`src/rtl/fu_arbiter.sv`:
```
// Two-requester round-robin arbiter feeding one shared combinational FunctionUnit
// through a registered issue stage, with a registered response stage and backpressure.
module fu_arbiter #(
  parameter int WIDTH = 32,
  parameter int TAG_W = 4
) (
  input  logic             clk,
  input  logic             rst,
  input  logic             req0_valid,
  output logic             req0_ready,
  input  logic [WIDTH-1:0] req0_A,
  input  logic [WIDTH-1:0] req0_B,
  input  logic [3:0]       req0_FS,
  input  logic [TAG_W-1:0] req0_tag,
  input  logic             req1_valid,
  output logic             req1_ready,
  input  logic [WIDTH-1:0] req1_A,
  input  logic [WIDTH-1:0] req1_B,
  input  logic [3:0]       req1_FS,
  input  logic [TAG_W-1:0] req1_tag,
  output logic [WIDTH-1:0] fu_A,
  output logic [WIDTH-1:0] fu_B,
  output logic [3:0]       fu_FS,
  input  logic [WIDTH-1:0] fu_S,
  input  logic [3:0]       fu_ZCNV,
  output logic             rsp_valid,
  input  logic             rsp_ready,
  output logic [WIDTH-1:0] rsp_S,
  output logic [3:0]       rsp_ZCNV,
  output logic             rsp_id,
  output logic [TAG_W-1:0] rsp_tag,
  output logic             rsp_err
);

  localparam logic [3:0] FS_ADD  = 4'b0000;
  localparam logic [3:0] FS_SUB  = 4'b0001;
  localparam logic [3:0] FS_SLL  = 4'b0010;
  localparam logic [3:0] FS_SLT  = 4'b0100;
  localparam logic [3:0] FS_SLTU = 4'b0110;
  localparam logic [3:0] FS_XOR  = 4'b1000;
  localparam logic [3:0] FS_SRL  = 4'b1010;
  localparam logic [3:0] FS_SRA  = 4'b1011;
  localparam logic [3:0] FS_OR   = 4'b1100;
  localparam logic [3:0] FS_AND  = 4'b1110;

  function automatic logic fs_legal(input logic [3:0] fs);
    logic legal;
    case (fs)
      FS_ADD, FS_SUB, FS_SLL, FS_SLT, FS_SLTU,
      FS_XOR, FS_SRL, FS_SRA, FS_OR, FS_AND: legal = 1'b1;
      default:                               legal = 1'b0;
    endcase
    return legal;
  endfunction

  logic             last_grant_r;
  logic             iss_valid_r;
  logic [WIDTH-1:0] iss_a_r;
  logic [WIDTH-1:0] iss_b_r;
  logic [3:0]       iss_fs_r;
  logic             iss_id_r;
  logic [TAG_W-1:0] iss_tag_r;

  logic             rsp_valid_r;
  logic [WIDTH-1:0] rsp_s_r;
  logic [3:0]       rsp_zcnv_r;
  logic             rsp_id_r;
  logic [TAG_W-1:0] rsp_tag_r;
  logic             rsp_err_r;

  logic             grant0_s;
  logic             grant1_s;
  logic             stall2_s;
  logic             s1_accept_s;
  logic             hs0_s;
  logic             hs1_s;
  logic             adv2_s;
  logic             iss_err_s;
  logic [WIDTH-1:0] sel_a_s;
  logic [WIDTH-1:0] sel_b_s;
  logic [3:0]       sel_fs_s;
  logic [TAG_W-1:0] sel_tag_s;

  // Arbitration, pipeline flow control and granted-payload selection
  always_comb begin
    grant0_s    = 1'b0;
    grant1_s    = 1'b0;
    sel_a_s     = req0_A;
    sel_b_s     = req0_B;
    sel_fs_s    = req0_FS;
    sel_tag_s   = req0_tag;
    stall2_s    = rsp_valid_r & ~rsp_ready;
    s1_accept_s = ~iss_valid_r | ~stall2_s;
    // On a tie the requester that did not win last time takes the grant.
    if (req0_valid & req1_valid) begin
      if (last_grant_r) begin
        grant0_s = 1'b1;
      end else begin
        grant1_s = 1'b1;
      end
    end else begin
      grant0_s = req0_valid;
      grant1_s = req1_valid;
    end
    if (grant1_s) begin
      sel_a_s   = req1_A;
      sel_b_s   = req1_B;
      sel_fs_s  = req1_FS;
      sel_tag_s = req1_tag;
    end else begin
      sel_a_s   = req0_A;
      sel_b_s   = req0_B;
      sel_fs_s  = req0_FS;
      sel_tag_s = req0_tag;
    end
    hs0_s     = grant0_s & s1_accept_s;
    hs1_s     = grant1_s & s1_accept_s;
    adv2_s    = iss_valid_r & ~stall2_s;
    iss_err_s = ~fs_legal(iss_fs_r);
  end

  // Round-robin pointer, moved only by a completed request handshake
  always_ff @(posedge clk or posedge rst) begin
    if (rst) begin
      last_grant_r <= 1'b1;
    end else if (hs0_s) begin
      last_grant_r <= 1'b0;
    end else if (hs1_s) begin
      last_grant_r <= 1'b1;
    end else begin
      last_grant_r <= last_grant_r;
    end
  end

  // Issue register; it is the only source of the FunctionUnit operands
  always_ff @(posedge clk or posedge rst) begin
    if (rst) begin
      iss_valid_r <= 1'b0;
      iss_a_r     <= {WIDTH{1'b0}};
      iss_b_r     <= {WIDTH{1'b0}};
      iss_fs_r    <= 4'b0000;
      iss_id_r    <= 1'b0;
      iss_tag_r   <= {TAG_W{1'b0}};
    end else if (s1_accept_s) begin
      iss_valid_r <= hs0_s | hs1_s;
      if (hs0_s | hs1_s) begin
        iss_a_r   <= sel_a_s;
        iss_b_r   <= sel_b_s;
        iss_fs_r  <= sel_fs_s;
        iss_id_r  <= hs1_s;
        iss_tag_r <= sel_tag_s;
      end
    end
  end

  // Response register; illegal opcodes return zero result and flags with err set
  always_ff @(posedge clk or posedge rst) begin
    if (rst) begin
      rsp_valid_r <= 1'b0;
      rsp_s_r     <= {WIDTH{1'b0}};
      rsp_zcnv_r  <= 4'b0000;
      rsp_id_r    <= 1'b0;
      rsp_tag_r   <= {TAG_W{1'b0}};
      rsp_err_r   <= 1'b0;
    end else if (adv2_s) begin
      rsp_valid_r <= 1'b1;
      rsp_s_r     <= iss_err_s ? {WIDTH{1'b0}} : fu_S;
      rsp_zcnv_r  <= iss_err_s ? 4'b0000 : fu_ZCNV;
      rsp_id_r    <= iss_id_r;
      rsp_tag_r   <= iss_tag_r;
      rsp_err_r   <= iss_err_s;
    end else if (rsp_ready) begin
      rsp_valid_r <= 1'b0;
    end
  end

  assign req0_ready = hs0_s;
  assign req1_ready = hs1_s;
  assign fu_A       = iss_a_r;
  assign fu_B       = iss_b_r;
  assign fu_FS      = iss_fs_r;
  assign rsp_valid  = rsp_valid_r;
  assign rsp_S      = rsp_s_r;
  assign rsp_ZCNV   = rsp_zcnv_r;
  assign rsp_id     = rsp_id_r;
  assign rsp_tag    = rsp_tag_r;
  assign rsp_err    = rsp_err_r;

endmodule

```
`config.mk`:
```
export PLATFORM = sky130hd
export DESIGN_NAME = fu_arbiter
export DESIGN_NICKNAME = d
export VERILOG_FILES = /design/src/rtl/fu_arbiter.sv
export SDC_FILE = /design/constraint.sdc
export NUM_CORES = 1
export LEC_CHECK = 0
export ABC_CLOCK_PERIOD_IN_PS = 4800
export CORE_AREA = 2 2 122 124
export CTS_CLUSTER_DIAMETER = 100
export DETAILED_ROUTE_END_ITERATION = 8
export DIE_AREA = 0 0 124 126
export HOLD_SLACK_MARGIN = 0.03
export PLACE_DENSITY_LB_ADDON = 0.12
export REMOVE_ABC_BUFFERS = 1
export SLEW_MARGIN = 20
export SYNTH_ARGS = -nofsm -noshare
export SYNTH_HDL_FRONTEND = slang
export SYNTH_SLANG_ARGS = --single-unit
```
`constraint.sdc`:
```
create_clock -name clk -period 4.8 [get_ports clk]
set_input_delay 0.48 -clock clk [delete_from_list [all_inputs] [get_ports clk]]
set_output_delay 0.48 -clock clk [all_outputs]
set_load 0.02 [all_outputs]
```
[Word level (Yosys, flattened, before mapping)]
Memory sizes are Yosys's and may differ from the RTL's.
Index checks and enable logic that the tools add are counted.
Storage, ports and cells
  register bits after elaboration: 118
  bits in latches: 0
  memory bits (writable): 0
  bits in read-only memories: 16
  input bits: 185
  output and inout port bits: 113
  memories kept: 1
Memory list
  (no name shown): words 16, width 1, rd ports 1, clocked after Yosys merged registers in 0, wr ports 0, line 48  | case (fs)
Cells by class
  $add $sub $neg: 0
  multiply operators: 0
  divide/modulo/power cells: 0
  magnitude comparators: 0
  eq/ne operators: 0
  shifts and indexed selects: 0
  multiplexer cells: 14
  bitwise logic cells: 11
  reductions and logical operators: 3
Operators with widths (number)
  32-bit 2-to-1 mux: 3
  4-bit 2-to-1 mux: 3
  1-bit 2-to-1 mux: 8
  1-bit bitwise AND: 5
  1-bit inverter: 4
  2-bit nonzero test: 2
  1-bit bitwise OR: 2
  2-bit AND reduction: 1

[Longest topological paths before layout]
Gate-level depths: netlist (run 1).
  depth in word-level cells: 7
  mapped depth: 6

[Least setup slack after synthesis (run 1)]
Ideal clock, no wire load.
  path kind: input to output
  start: input req1_valid
  end: output req0_ready
  arrival time: 1428 ps
  data required time: 4320 ps
  slack: 2892 ps
  cell stages on the path: 4
  path buffers: 2
  cells stage by stage: nor2b_1 buf_4 buf_6 nor3b_1
On the way
  word-level cells in the longest chain between the ends: 3
RTL lines
  start, declared: line 15  | input logic req1_valid,
  1-bit bitwise AND: line 95  | if (req0_valid & req1_valid) begin
  1-bit 2-to-1 mux: line 95
  1-bit bitwise AND: line 116  | hs0_s = grant0_s & s1_accept_s;
  end, declared: line 10  | output logic req0_ready,
Every way passes these cells.

[Worst setup path in the final report (run 1)]
  start: register iss_valid_r
  end: output req0_ready
On the way
  word-level cells in the longest chain between the ends: 3
RTL lines
  start, declared: line 57  | logic iss_valid_r;
  start signal, assigned: line 145  | iss_valid_r <= hs0_s | hs1_s;
  1-bit inverter: line 93  | s1_accept_s = ~iss_valid_r | ~stall2_s;
  1-bit bitwise OR: line 93
  1-bit bitwise AND: line 116
Every way passes these cells.

==> results of run 1 <==
==> metal layers <==
metal | vias to the layer above | share of wire [%]
met5 | - | 0
met2 | 227 | 50
li1 | 2245 | -
met3 | 25 | 11
met1 | 2438 | 38
met4 | 0 | 1.7
==> through the flow <==
stage | instance area, um^2 | util (%) | instances | power [mW] | hold WS [ns]
final | 8980 | 62.7 | 881 | 3.94 | 0.486
after global routing | 8980 | 62.7 | 880 | 4.12 | 0.506
after CTS | 8970 | 62.7 | 880 | 3.98 | 0.489
after detailed placement | 8330 | 58.2 | 848 | 2.59 | 0.473
after global placement | 8330 | 58.2 | 848 | 2.58 | 0.462
after floorplan | 5060 | - | 360 | 1.93 | 0.451
==> state kept, by name (all words and copies together) (netlist names) <==
| name | count |
|---|---|
| fu_B | 32 |
| rsp_id | 1 |
| rsp_S | 32 |
| rsp_valid | 1 |
| rsp_ZCNV | 4 |
| rsp_err | 1 |
| rsp_tag | 4 |
| fu_FS | 4 |
| iss_valid_r | 1 |
| iss_id_r | 1 |
| last_grant_r | 1 |
| fu_A | 32 |
| iss_tag_r | 4 |
==> report_power, final <==
| group | total, mW | switching [mW] | internal [mW] |
|---|---|---|---|
| combinational | 1.27 | 0.611 | 0.658 |
| sequential | 1.31 | 0.118 | 1.19 |
| clock | 1.37 | 0.434 | 0.932 |
| total | 3.94 | 1.16 | 2.78 |
==> area by class of cell <==
| class | instances | area [um^2] |
|---|---|---|
| inverters | 2 | 15.0 |
| well taps | 184 | 230 |
| repair buffers | 304 | 3030 |
| fillers | 1166 | 5330 |
| diodes | 1 | 2.50 |
| clock inverters | 9 | 145 |
| clock buffers | 23 | 498 |
| multi-input cells | 240 | 2110 |
| flip-flops and latches | 118 | 2950 |
==> worst max-delay path, cell delays in order, from the launching register on <==
cell and delay (ns):
dfrtp_1 0.31, buf_4 0.35, nand3b_1 0.70, nor3b_1 0.39
clkdlybuf4s50_1 0.58
==> cell families (layout without fill, tap and decap cells) <==
kind of cell / count (synthesis) / count (layout) / synth area share (%)
xor gates and xnor gates: 1 / 1 / 0.161
DFF: 118 / 118 / 54.4
muxes: 6 / 6 / 1.24
AOI/OAI and AO/OA: 187 / 187 / 32.8
buffers and inverters: 59 / 338 / 6.98
other: 0 / 1 / 0
and+or+nand+nor: 46 / 46 / 4.40
==> layout by cell type (no fill, tap or decap), drive strengths merged <==
cell / netlist / final
o2bb2ai: 36 / 36
clkbuf: 12 / 23
o221a: 1 / 1
o2bb2a: 1 / 1
mux2: 6 / 6
clkdlybuf4s50: 0 / 297
clkinv: 0 / 5
dfstp: 1 / 1
dfrtp: 117 / 117
a31oi: 1 / 1
a21oi: 1 / 1
xor2: 1 / 1
nand2: 2 / 2
bufinv: 0 / 4
nor2b: 2 / 2
a21bo: 1 / 1
a21boi: 1 / 1
diode: 0 / 1
nor2: 1 / 1
nand3: 37 / 37
buf: 45 / 7
o21a: 2 / 2
o32ai: 72 / 72
nand3b: 1 / 1
inv: 2 / 2
nor3b: 1 / 1
nand2b: 2 / 2
a2bb2oi: 71 / 71
==> cell usage after synthesis (2+ instances only) <==
library cell  number  share of area [%]
o2bb2ai_1         36                5.8
mux2_1             5                1.0
nor2b_1            2               0.23
buf_2             16                1.5
o32ai_2           11                3.3
dfrtp_1          117                 54
nand3_1           37                3.4
o32ai_1           61                9.8
buf_1              3               0.21
nand2b_1           2               0.23
o21a_1             2               0.28
buf_4             16                2.2
buf_6             10                2.1
a2bb2oi_1         60                9.7
a2bb2oi_2         11                3.0
clkbuf_1          12               0.83
==> worst paths after layout <==
kind | startpoint | end | slack (ns) | depth (start not counted)
setup / recovery | iss_valid_r$_DFFE_PP0P_ | req0_ready | 1.55 | 4
hold / removal | iss_tag_r[0]$_DFFE_PP0P_ | rsp_tag[0]$_DFFE_PP0P_ | 0.49 | 1
setup reg to reg | iss_valid_r$_DFFE_PP0P_ | iss_tag_r[0]$_DFFE_PP0P_ | 2.19 | 5
hold reg to reg | iss_tag_r[0]$_DFFE_PP0P_ | rsp_tag[0]$_DFFE_PP0P_ | 0.49 | 1
max in group asynchronous | rst | rsp_S[15]$_DFFE_PP0P_ | 3.23 | 3
min in group asynchronous | rst | rsp_S[26]$_DFFE_PP0P_ | 0.56 | 2
==> results.toml, run 1 <==
[detailed_routing]
drcViolationCount = 0
wl_mm = 18.3
vias = 4935
antenna_left = 0
first_pass_iters = 4
drtIter0Drc = 206
vias_per_cell = 5.60
wl_per_cell_um = 20.7

[sta]
worstMarginPinSlew_ns = 0.898
setup_tns_ns = 0
fmax_mhz = 308
fin_crit_sh_pct = 67.7
drv_slew = 0
skew_ns = 0.00476
max-slew-margin-rel_pct = 40.0
final-setup-viol-count = 0
hold_viol = 0
finalCriticalPeriod_ns = 3.25
worst_slack_ns = 1.55
rsz0062_at_grt = "no"

[floorplanning]
die_h_um = 126
die-width_um = 124
ios = 298
die_area_mm2 = 0.0156
design.core.area_mm2 = 0.0143
start_util_pct = 38.0
core.rowCount = 44

[setup_path]
cp-start-kind = "flip-flop"
critPathRequiredTime_ns = 4.32
critPathMaxFanout = 39
arrival_ns = 2.77
worstSetupPathType = "flip-flop to output pin"
crit_path_end_kind = "output pin"

[global_route]
first_global_vias = 5173
grt_pass1_wl_mm = 27.9
grt_usage_pct = 23.5
grt.met1_usage_pct = 27.1
use_met3_pct = 9.42
use_met2_pct = 39.2
grt_overflow = 0
gr-max-usage-layer = "met2"
grt_max_degree = 84
antenna_found_initial = 1

[power]
power.density_mw_per_mm2 = 439
power_leakage_nw = 3.43
ir_drop_v = 0.000232

[clock_network]
htree_levels = 4
clockBufferDepth = 2
cts_tree = "done"
path_clk_slew_ns = 0.05
cts_sinks = 118
hold_buffers = 0
cts_made_buffers = 17
post_cts_resized = 0
cts_setup_buffers = 0
clkLatencyLatePin_ns = 0.42
cts_root_buf = "clkbuf_16"

[finish]
nets = 868
area_delta_synth_final_pct = 65.3
drive_gt1_share_pct = 9.91

[placement]
hpwl_mm = 12.1
portBuffers = 297
place_congestion = 0.735
post-place-ws_ns = 1.74

[synth]
synthCells = 417
synth-seq-cells = 118
synth.avg_cell_area_um2 = 13.0
ys_types = 32
async_reset_ff_share_pct = 100
synthFlopType = "dfrtp_1"
syn_area_mm2 = 0.00543
yosysWarnings = 0
yosysSeqAreaShare_pct = 54.4
synth_edf_count = 0

[run_status]
status = "finished clean"

[run]
cap_violations = 0

[hold_path]
hp-class = "flip-flop to flip-flop"
(Power assumes the default switching activity.)
==> inputs of run 2 (changes only) <==
Settings changed: ABC_CLOCK_PERIOD_IN_PS 4800 to 3000.
Clock period 4.8 ns to 3 ns, I/O delays scaled along.
==> results.toml, run 2 (same netlist as run 1, synthesis figures left out) <==
[run_status]
status = "finished clean"

[detailed_routing]
vias_per_cell = 5.57
first_pass_iters = 6
drtIter0Drc = 197
drcViolationCount = 0
vias = 4945
wl_mm = 18.5
antenna_left = 0
wl_per_cell_um = 20.9

[global_route]
grt_usage_pct = 24.0
first_global_vias = 5235
antenna_found_initial = 1
grt_pass1_wl_mm = 28.6
grt_max_degree = 83
grt_overflow = 0

[finish]
drive_gt1_share_pct = 10.5
layout_common_cells = "297 x clkdlybuf4s50_1, 117 x dfrtp_1, 61 x o32ai_1"
nets = 874
layout_commonest_cell = "clkdlybuf4s50_1"
finalCoreUtilization_pct = 63.4
fin_area_mm2 = 0.00908
final_cells = 887
fillers = 1150
area_delta_synth_final_pct = 67.1

[power]
seqPwrFrac_pct = 32.5
power.internal_mw = 4.57
ir_drop_v = 0.000400
power_leakage_nw = 3.48
power.density_mw_per_mm2 = 709
pwr-share-clk_pct = 35.7
swShare_pct = 29.0
combPwrFrac_pct = 31.8
power_mw = 6.43
switching_power_mw = 1.86

[setup_path]
cp-start-kind = "flip-flop"
slowest_stage = "clkdlybuf4s50_1"
crit_path_end_kind = "output pin"
r2r_setup_slack_ns = 1.01
crit_path_start = "rsp_valid$_DFFE_PP0P_"
critPathMaxFanout = 7
critPathBufInv = 1
critPathRequiredTime_ns = 2.70
worstPathCellList = "nand3b_1 -> nor3b_1 -> clkdlybuf4s50_1"
r2r_start = "last_grant_r$_DFFE_PP1P_"
max_stage_delay_ns = 0.69
path_delay_family = "buffers and inverters"
cp_num_cells = 3
reg2reg_depth = 4
crit_end = "req0_ready"
arrival_ns = 2.09
worstSetupPathType = "flip-flop to output pin"
worst_r2r_endpoint = "fu_A[23]$_DFFE_PP0P_"

[placement]
post-place-ws_ns = 0.584
dp_cells = 854
place_congestion = 0.741
postPlaceCellArea_mm2 = 0.00840
hpwl_mm = 12.7
portBuffers = 297

[run]
cap_violations = 0

[floorplanning]
die_area_mm2 = 0.0156
ios = 298
die-width_um = 124
core.rowCount = 44
start_util_pct = 38.0
design.core.area_mm2 = 0.0143
die_h_um = 126

[sta]
worstMarginPinSlew_ns = 0.874
worst_slack_ns = 0.615
fin_crit_sh_pct = 79.5
hold_viol = 0
max-slew-margin-rel_pct = 41.7
drv_slew = 0
final-setup-viol-count = 0
finalCriticalPeriod_ns = 2.39
hold_ws_ns = 0.271
rsz0062_at_grt = "no"
fmax_mhz = 419
skew_ns = 0.00698
setup_tns_ns = 0

[clock_network]
clkLatencyLatePin_ns = 0.41
cts_sinks = 118
cts_root_buf = "clkbuf_16"
cts_tree = "done"
cts_setup_buffers = 0
cts_made_buffers = 17
hold_buffers = 0
htree_levels = 4
post_cts_resized = 0
path_clk_slew_ns = 0.05
clockBufferDepth = 2

[hold_path]
hp-class = "primary input to asynchronous set/reset pin"
[run 2: cell types whose count changed in the layout (fill, tap and decap cells not counted), sizes merged]
cell / before / now
clkbuf: 23 / 24
buf: 7 / 13
bufinv: 4 / 5
clkinv: 5 / 3
[run 2: power by group through the flow]
| stage | Combinational (mW) | Clock (mW) | Sequential (mW) |
|---|---|---|---|
| global placement | 2.04 | 0 | 2.10 |
| detailed placement | 2.06 | 0 | 2.11 |
| finish | 2.05 | 2.29 | 2.09 |
| floorplan | 0.627 | 0 | 2.46 |
| CTS | 2.06 | 2.33 | 2.09 |
| global route | 2.17 | 2.41 | 2.14 |
[run 2: cell type report]
class                           count  area (um^2)  area share (%)
Tap cell                          184          230            2.54
Inverter                            2         12.5           0.138
Clock buffer                       24          512            5.64
Sequential cell                   118         2950            32.5
Antenna cell                        1         2.50          0.0276
Multi-Input combinational cell    240         2110            23.2
Timing Repair Buffer              310         3100            34.1
Clock inverter                      8          165            1.82
[run 2: routing by layer]
metal / routed length, um / share of wire (%) / track usage [%] / vias to the layer above
li1: - / - / - / 2260
met1: 7270 / 39 / 28.5 / 2426
met2: 9030 / 49 / 39.8 / 233
met3: 1820 / 9.8 / 8.97 / 26
met4: 380 / 2.1 / 8.26 / 0
met5: 0 / 0 / 0 / -
[run 2: worst min path at each step]
stage	start	to	slack (ns)	depth (start not counted)
after floorplan	req0_valid	last_grant_r$_DFFE_PP1P_	0.37	1
after global placement	iss_tag_r[0]$_DFFE_PP0P_	rsp_tag[0]$_DFFE_PP0P_	0.46	1
after detailed placement	rsp_S[12]$_DFFE_PP0P_	rsp_S[12]$_DFFE_PP0P_	0.47	1
after CTS	rst	rsp_S[0]$_DFFE_PP0P_	0.27	2
after global routing	rst	rsp_S[0]$_DFFE_PP0P_	0.30	2
final	rst	rsp_S[0]$_DFFE_PP0P_	0.27	2
[run 2: worst reg2reg max path, delay by kind of cell, from the launching register on]
kind	cells	cell delay [ns]
flip-flops	1	0.58
buffers and inverters	1	0.66
AO/OA/AOI/OAI	3	0.66
